--- config.mk ---
export PLATFORM = sky130hd
export DESIGN_NAME = i2c_target_responder
export DESIGN_NICKNAME = d
export VERILOG_FILES = /design/src/rtl/i2c_target_responder.sv
export SDC_FILE = /design/constraint.sdc
export NUM_CORES = 1
export LEC_CHECK = 0
export BUFFER_PORTS_ARGS = -buffer_cell sky130_fd_sc_hd__buf_2
export CAP_MARGIN = 20
export CORE_UTILIZATION = 50
export CTS_CLUSTER_SIZE = 25
export DETAILED_ROUTE_END_ITERATION = 6
export HOLD_SLACK_MARGIN = 0.05
export PLACE_DENSITY_LB_ADDON = 0.3
export RECOVER_POWER = 25
export SLEW_MARGIN = 0
export SYNTH_ARGS = -nofsm -noshare
export SYNTH_HDL_FRONTEND = slang
export SYNTH_SLANG_ARGS = --single-unit
--- constraint.sdc ---
create_clock -name clk_i -period 2.8 [get_ports clk_i]
set_clock_uncertainty 0.2 [all_clocks]
set_input_delay 0.56 -clock clk_i [delete_from_list [all_inputs] [get_ports clk_i]]
set_output_delay 0.56 -clock clk_i [all_outputs]
set_load 0.01 [all_outputs]
--- src/rtl/i2c_target_responder.sv ---
// I2C target: oversampled SCL/SDA, 7-bit address match, byte valid/ready handshake.
// Optional clock stretching on reads when I2C_TARGET_CLKSTRETCH_EN is defined.
module i2c_target_responder #(
    parameter logic [6:0] TARGET_ADDR = 7'h22,
    parameter int         SYNC_STAGES = 2
) (
    input  logic       clk_i,
    input  logic       rst_ni,
    input  logic       scl_i,
    input  logic       sda_i,
    output logic       scl_oe_o,
    output logic       sda_oe_o,
    output logic [7:0] rx_data_o,
    output logic       rx_valid_o,
    input  logic [7:0] tx_data_i,
    input  logic       tx_valid_i,
    output logic       tx_ready_o,
    output logic       start_o,
    output logic       stop_o,
    output logic       rw_o,
    output logic       busy_o
);
    localparam logic [2:0] S_IDLE     = 3'd0;
    localparam logic [2:0] S_ADDR     = 3'd1;
    localparam logic [2:0] S_ADDR_ACK = 3'd2;
    localparam logic [2:0] S_WR_DATA  = 3'd3;
    localparam logic [2:0] S_WR_ACK   = 3'd4;
    localparam logic [2:0] S_RD_LOAD  = 3'd5;
    localparam logic [2:0] S_RD_DATA  = 3'd6;
    localparam logic [2:0] S_RD_ACK   = 3'd7;

    logic [SYNC_STAGES-1:0] scl_sync, sda_sync;
    logic       scl_s, sda_s, scl_q, sda_q;
    logic       scl_rise, scl_fall, start_det, stop_det, handshake;
    logic [2:0] state;
    logic [3:0] bit_cnt;
    logic [7:0] shreg;
    logic       byte_done;

    // Synchronizers idle high so reset release never looks like a bus edge
    always_ff @(posedge clk_i or negedge rst_ni) begin
        if (!rst_ni) begin
            scl_sync <= '1;
            sda_sync <= '1;
            scl_q    <= 1'b1;
            sda_q    <= 1'b1;
        end else begin
            scl_sync <= {scl_sync[SYNC_STAGES-2:0], scl_i};
            sda_sync <= {sda_sync[SYNC_STAGES-2:0], sda_i};
            scl_q    <= scl_s;
            sda_q    <= sda_s;
        end
    end

    assign scl_s     = scl_sync[SYNC_STAGES-1];
    assign sda_s     = sda_sync[SYNC_STAGES-1];
    assign scl_rise  = scl_s & ~scl_q;
    assign scl_fall  = ~scl_s & scl_q;
    assign start_det = scl_s & scl_q & sda_q & ~sda_s;
    assign stop_det  = scl_s & scl_q & ~sda_q & sda_s;
    assign handshake = tx_ready_o & tx_valid_i;

`ifdef I2C_TARGET_CLKSTRETCH_EN
    logic scl_oe;
    assign scl_oe_o = scl_oe;
`else
    assign scl_oe_o = 1'b0;
`endif

    always_ff @(posedge clk_i or negedge rst_ni) begin
        if (!rst_ni) begin
            state      <= S_IDLE;
            bit_cnt    <= 4'd0;
            shreg      <= 8'h00;
            byte_done  <= 1'b0;
            sda_oe_o   <= 1'b0;
            rx_data_o  <= 8'h00;
            rx_valid_o <= 1'b0;
            tx_ready_o <= 1'b0;
            start_o    <= 1'b0;
            stop_o     <= 1'b0;
            rw_o       <= 1'b0;
            busy_o     <= 1'b0;
`ifdef I2C_TARGET_CLKSTRETCH_EN
            scl_oe     <= 1'b0;
`endif
        end else begin
            start_o    <= 1'b0;
            stop_o     <= 1'b0;
            byte_done  <= 1'b0;
            rx_valid_o <= byte_done;
            if (byte_done) rx_data_o <= shreg;

            if (start_det) begin
                state      <= S_ADDR;
                bit_cnt    <= 4'd0;
                sda_oe_o   <= 1'b0;
                tx_ready_o <= 1'b0;
`ifdef I2C_TARGET_CLKSTRETCH_EN
                scl_oe     <= 1'b0;
`endif
            end else if (stop_det) begin
                state      <= S_IDLE;
                sda_oe_o   <= 1'b0;
                tx_ready_o <= 1'b0;
                stop_o     <= busy_o;
                busy_o     <= 1'b0;
`ifdef I2C_TARGET_CLKSTRETCH_EN
                scl_oe     <= 1'b0;
`endif
            end else begin
                case (state)
                    S_ADDR: if (scl_rise) begin
                        shreg <= {shreg[6:0], sda_s};
                        if (bit_cnt == 4'd7) begin
                            bit_cnt <= 4'd0;
                            if (shreg[6:0] == TARGET_ADDR) begin
                                rw_o   <= sda_s;
                                busy_o <= 1'b1;
                                state  <= S_ADDR_ACK;
                            end else begin
                                busy_o <= 1'b0;
                                state  <= S_IDLE;
                            end
                        end else begin
                            bit_cnt <= bit_cnt + 4'd1;
                        end
                    end
                    // First fall after the 8th bit starts the ACK, the next one ends it
                    S_ADDR_ACK, S_WR_ACK: if (scl_fall) begin
                        if (!sda_oe_o) begin
                            sda_oe_o <= 1'b1;
                            if (state == S_ADDR_ACK) start_o <= 1'b1;
                        end else begin
                            sda_oe_o <= 1'b0;
                            if (state == S_WR_ACK || !rw_o) begin
                                state <= S_WR_DATA;
                            end else begin
                                state      <= S_RD_LOAD;
                                tx_ready_o <= 1'b1;
`ifdef I2C_TARGET_CLKSTRETCH_EN
                                scl_oe     <= ~tx_valid_i;
`endif
                            end
                        end
                    end
                    S_WR_DATA: if (scl_rise) begin
                        shreg <= {shreg[6:0], sda_s};
                        if (bit_cnt == 4'd7) begin
                            bit_cnt   <= 4'd0;
                            byte_done <= 1'b1;
                            state     <= S_WR_ACK;
                        end else begin
                            bit_cnt <= bit_cnt + 4'd1;
                        end
                    end
                    S_RD_LOAD: begin
`ifndef I2C_TARGET_CLKSTRETCH_EN
                        // No data by the first data rise: send all-ones, drop a late byte
                        if (scl_rise) begin
                            shreg      <= 8'hFF;
                            sda_oe_o   <= 1'b0;
                            bit_cnt    <= 4'd1;
                            tx_ready_o <= ~tx_valid_i;
                            state      <= S_RD_DATA;
                        end else
`endif
                        if (handshake) begin
                            shreg      <= tx_data_i;
                            sda_oe_o   <= ~tx_data_i[7];
                            bit_cnt    <= 4'd0;
                            tx_ready_o <= 1'b0;
                            state      <= S_RD_DATA;
                        end
                    end
                    S_RD_DATA: begin
`ifdef I2C_TARGET_CLKSTRETCH_EN
                        scl_oe <= 1'b0;
`endif
                        if (handshake) tx_ready_o <= 1'b0;
                        if (scl_rise) begin
                            bit_cnt <= bit_cnt + 4'd1;
                        end else if (scl_fall) begin
                            if (bit_cnt == 4'd8) begin
                                sda_oe_o   <= 1'b0;
                                tx_ready_o <= 1'b0;
                                bit_cnt    <= 4'd0;
                                state      <= S_RD_ACK;
                            end else begin
                                shreg    <= {shreg[6:0], 1'b1};
                                sda_oe_o <= ~shreg[6];
                            end
                        end
                    end
                    S_RD_ACK: begin
                        if (scl_rise) begin
                            if (sda_s) state <= S_IDLE;
                            else bit_cnt <= 4'd1;
                        end else if (scl_fall && bit_cnt == 4'd1) begin
                            bit_cnt    <= 4'd0;
                            tx_ready_o <= 1'b1;
                            state      <= S_RD_LOAD;
`ifdef I2C_TARGET_CLKSTRETCH_EN
                            scl_oe     <= ~tx_valid_i;
`endif
                        end
                    end
                    default: ;
                endcase
            end
        end
    end
endmodule

==> results.sh <==
export IMPL_status="finished with violations"
export IMPL_violations="capacitance limit, slew limit"
export IMPL_power_uw=1300
export IMPL_cp_depth=8
export IMPL_relSlewSlack_pct=-27.5
export IMPL_final_layout_size_suffix_gt1_share_pct=27.5
export IMPL_tritoncts_num_sinks=37
export IMPL_critPathRequiredTime_ns=2.80
export IMPL_nets=270
export IMPL_drv_cap=1
export IMPL_syn_cell_area_um2=2160
export IMPL_yosysSeqAreaShare_pct=43.1
export IMPL_dpl_hpwl_mm=3.56
export IMPL_grtUsageMet2_pct=34.9
export IMPL_drt_wl_total_mm=4.89
export IMPL_cts_made_buffers=5
export IMPL_cts_buffer_depth=2
export IMPL_finalSetupViolations=0
export IMPL_core_area_um2=4090
export IMPL_final_common_cell="dfrtp_1"
export IMPL_dr_first_iter_drc_count=104
export IMPL_final_cell_mix="dfrtp_1 (31), buf_2 (26), nor2_1 (22)"
export IMPL_synth_flop_cell="dfrtp_1"
export IMPL_num_vias=1791
export IMPL_cpPeakStageDelay_ns=0.58
export IMPL_clock_latency_ns=0.29
export IMPL_r2r_cells=8
export IMPL_clock_power_share_pct=33.5
export IMPL_crit_path_max_fanout=8
export IMPL_synth_nets=240
export IMPL_clock_fmax_mhz=386
export IMPL_cts_htree_levels=2
export IMPL_die_area_um2=4600
export IMPL_tightest_slew_ns=1.91
export IMPL_place_ws_ns=0.267
export IMPL_post_drt_wl_per_cell_um=16.2
export IMPL_tns_ns=0
export IMPL_antenna_cells=0
export IMPL_root_buffer="clkbuf_8"
export IMPL_cts_tree="built"
export IMPL_power_switching_share_pct=27.4
export IMPL_finalHoldViolCount=0
export IMPL_rsz0062_at_grt="false"
export IMPL_ant_nets=0
export IMPL_synth_async_reset_ratio_pct=100
export IMPL_vdd_drop_max_mv=0.287
export IMPL_grt_max_degree=38
export IMPL_crit_buf_inv=2
export IMPL_synthToLayoutAreaGrowth_pct=14.5
export IMPL_cp_end_kind="flip-flop"
export IMPL_pwr_share_seq_pct=48.9
export IMPL_dpl_cell_area_um2=2380
export IMPL_fin_area_um2=2480
export IMPL_crit_family="simple AND/OR/NAND/NOR gates"
export IMPL_globalRouteOverflowTotal=0
export IMPL_start_kind="flip-flop"
export IMPL_numPortBuffers=27
export IMPL_period_needed_ns=2.59
export IMPL_power_density_nw_per_um2=525
export IMPL_slew_violations=38
export IMPL_hold_path_class="reg -> reg"
export IMPL_grt_pass1_wl_mm=7.91
export IMPL_leakage_uw=0.00119
export IMPL_use_met3_pct=5.24
export IMPL_worstHoldPathCells=0
export IMPL_synth_edf_count=0
export IMPL_yosysWarningCount=0
export IMPL_die_w_um=67.8
export IMPL_grt_busiest_layer="met2"
export IMPL_io_pins=29
export IMPL_fin_util_pct=60.7
export IMPL_cts_clk_slew_worst_paths_ns=0.07
export IMPL_antenna_found_initial=0
export IMPL_final_setup_worst_slack_ns=0.209
export IMPL_syn_area_per_cell_um2=9.79
export IMPL_first_global_vias=1563
export IMPL_cts_resized_gates=0
export IMPL_fin_crit_sh_pct=92.5
export IMPL_track_usage_pct=24.0
export IMPL_start_util_pct=53.0
export IMPL_critical_path_class="reg -> reg"
export IMPL_p_comb_share_pct=17.6
export IMPL_synth_seq_cells=37
export IMPL_die_h_um=67.8
export IMPL_worstPathCellList="inv_1, ha_1, nor4bb_1, buf_4, or3b_2, o221ai_1, a21o_1, mux2i_1"
export IMPL_ys_types=58
export IMPL_use_met1_pct=34.8
export IMPL_synthCells=221
export IMPL_postCtsSetupBuffers=0
export IMPL_drcViolationCount=0
export IMPL_postCtsHoldBufs=0
export IMPL_power_switching_uw=357
export IMPL_p_int_uw=944
export IMPL_critical_path_slowest_cell="dfstp_1"
export IMPL_rows=23
export IMPL_vias_per_cell=5.95
export IMPL_gp_congestion=0.930
export IMPL_fillerInstances=359
export IMPL_arrival_ns=2.59
export IMPL_dr_pass1_iters=4
metal layers:
| layer | share of wire [%] | vias up | wire length, µm |
|---|---|---|---|
| met1 | 48 | 849 | 2350 |
| met5 | 0 | - | 0 |
| met4 | 1.6 | 0 | 79 |
| met2 | 46 | 63 | 2240 |
| li1 | - | 871 | - |
| met3 | 4.7 | 8 | 229 |
sequential cells by signal, indices dropped and copies added (netlist names):
signal / cells
start_o: 1
rx_data_o: 8
shreg: 8
sda_sync: 2
sda_q: 1
tx_ready_o: 1
stop_o: 1
sda_oe_o: 1
scl_q: 1
rw_o: 1
rx_valid_o: 1
byte_done: 1
scl_sync: 2
bit_cnt: 4
state: 3
busy_o: 1
logic make-up (layout without fill, tap and decap cells):
kind of cell,Yosys count,in the layout,synth area share (%)
flops,37,37,43.1
fa+ha+maj,6,6,3.47
mux,19,19,9.71
xor+xnor,2,2,0.809
other cells,1,1,0.173
simple gates,76,76,19.6
compound gates,56,56,18.6
buf+inv,24,54,4.57
final cells by class:
cell class | count | area [µm²] | area share [%]
Tap cell | 50 | 62.6 | 2.52
Multi-Input combinational cell | 160 | 1130 | 45.7
Inverter | 10 | 37.5 | 1.51
Timing Repair Buffer | 37 | 209 | 8.43
Clock buffer | 5 | 68.8 | 2.78
Clock inverter | 2 | 35.0 | 1.41
Sequential cell | 37 | 933 | 37.7
synth_stat cells (2+ instances only):
master / n / area [µm²]
nor2b_1: 3 / 18.8
nor2_1: 22 / 82.6
inv_1: 10 / 37.5
a2bb2oi_1: 2 / 17.5
dfrtp_1: 31 / 776
nor3_1: 11 / 55.1
o21ai_0: 12 / 60.1
or4b_1: 2 / 20.0
o211ai_1: 2 / 15.0
o21bai_1: 3 / 22.5
mux2_2: 16 / 180
dfstp_2: 6 / 158
a311oi_1: 2 / 17.5
a221o_1: 2 / 20.0
a31oi_1: 2 / 12.5
nand3b_1: 4 / 30.0
a21oi_1: 9 / 45.0
mux2i_1: 3 / 30.0
nor4_1: 2 / 12.5
nand3_1: 2 / 10.0
ha_1: 6 / 75.1
nand2_1: 9 / 33.8
and3_1: 2 / 12.5
nand2b_1: 3 / 18.8
a22oi_1: 2 / 15.0
or3_1: 4 / 25.0
o22a_1: 2 / 17.5
buf_2: 4 / 20.0
o31ai_1: 3 / 22.5
clkbuf_1: 9 / 33.8
and2_1: 4 / 25.0
stage by stage:
stage	hold WS, ns	instances
final	0.161	301
after global routing	0.149	301
after CTS	0.157	301
after detailed placement	0.147	294
after global placement	0.146	294
after floorplan	0.0644	221
power by group through the flow:
stage	clock network (µW)	logic (µW)	registers (µW)
2_1_floorplan	0	168	626
3_3_place_gp	0	219	644
3_5_place_dp	0	226	645
4_1_cts	451	228	635
5_1_grt	475	259	645
6_report	436	229	636
path summary, 6_finish.rpt:
check                            start          end  slack, ns
max                        scl_sync[1]   bit_cnt[1]       0.21
min                        scl_sync[0]  scl_sync[1]       0.16
max reg2reg                scl_sync[1]   bit_cnt[1]       0.21
min reg2reg                scl_sync[0]  scl_sync[1]       0.16
max in group asynchronous       rst_ni     state[0]       0.70
min in group asynchronous       rst_ni     sda_oe_o       0.60
Power figures use the tool's default switching activity.
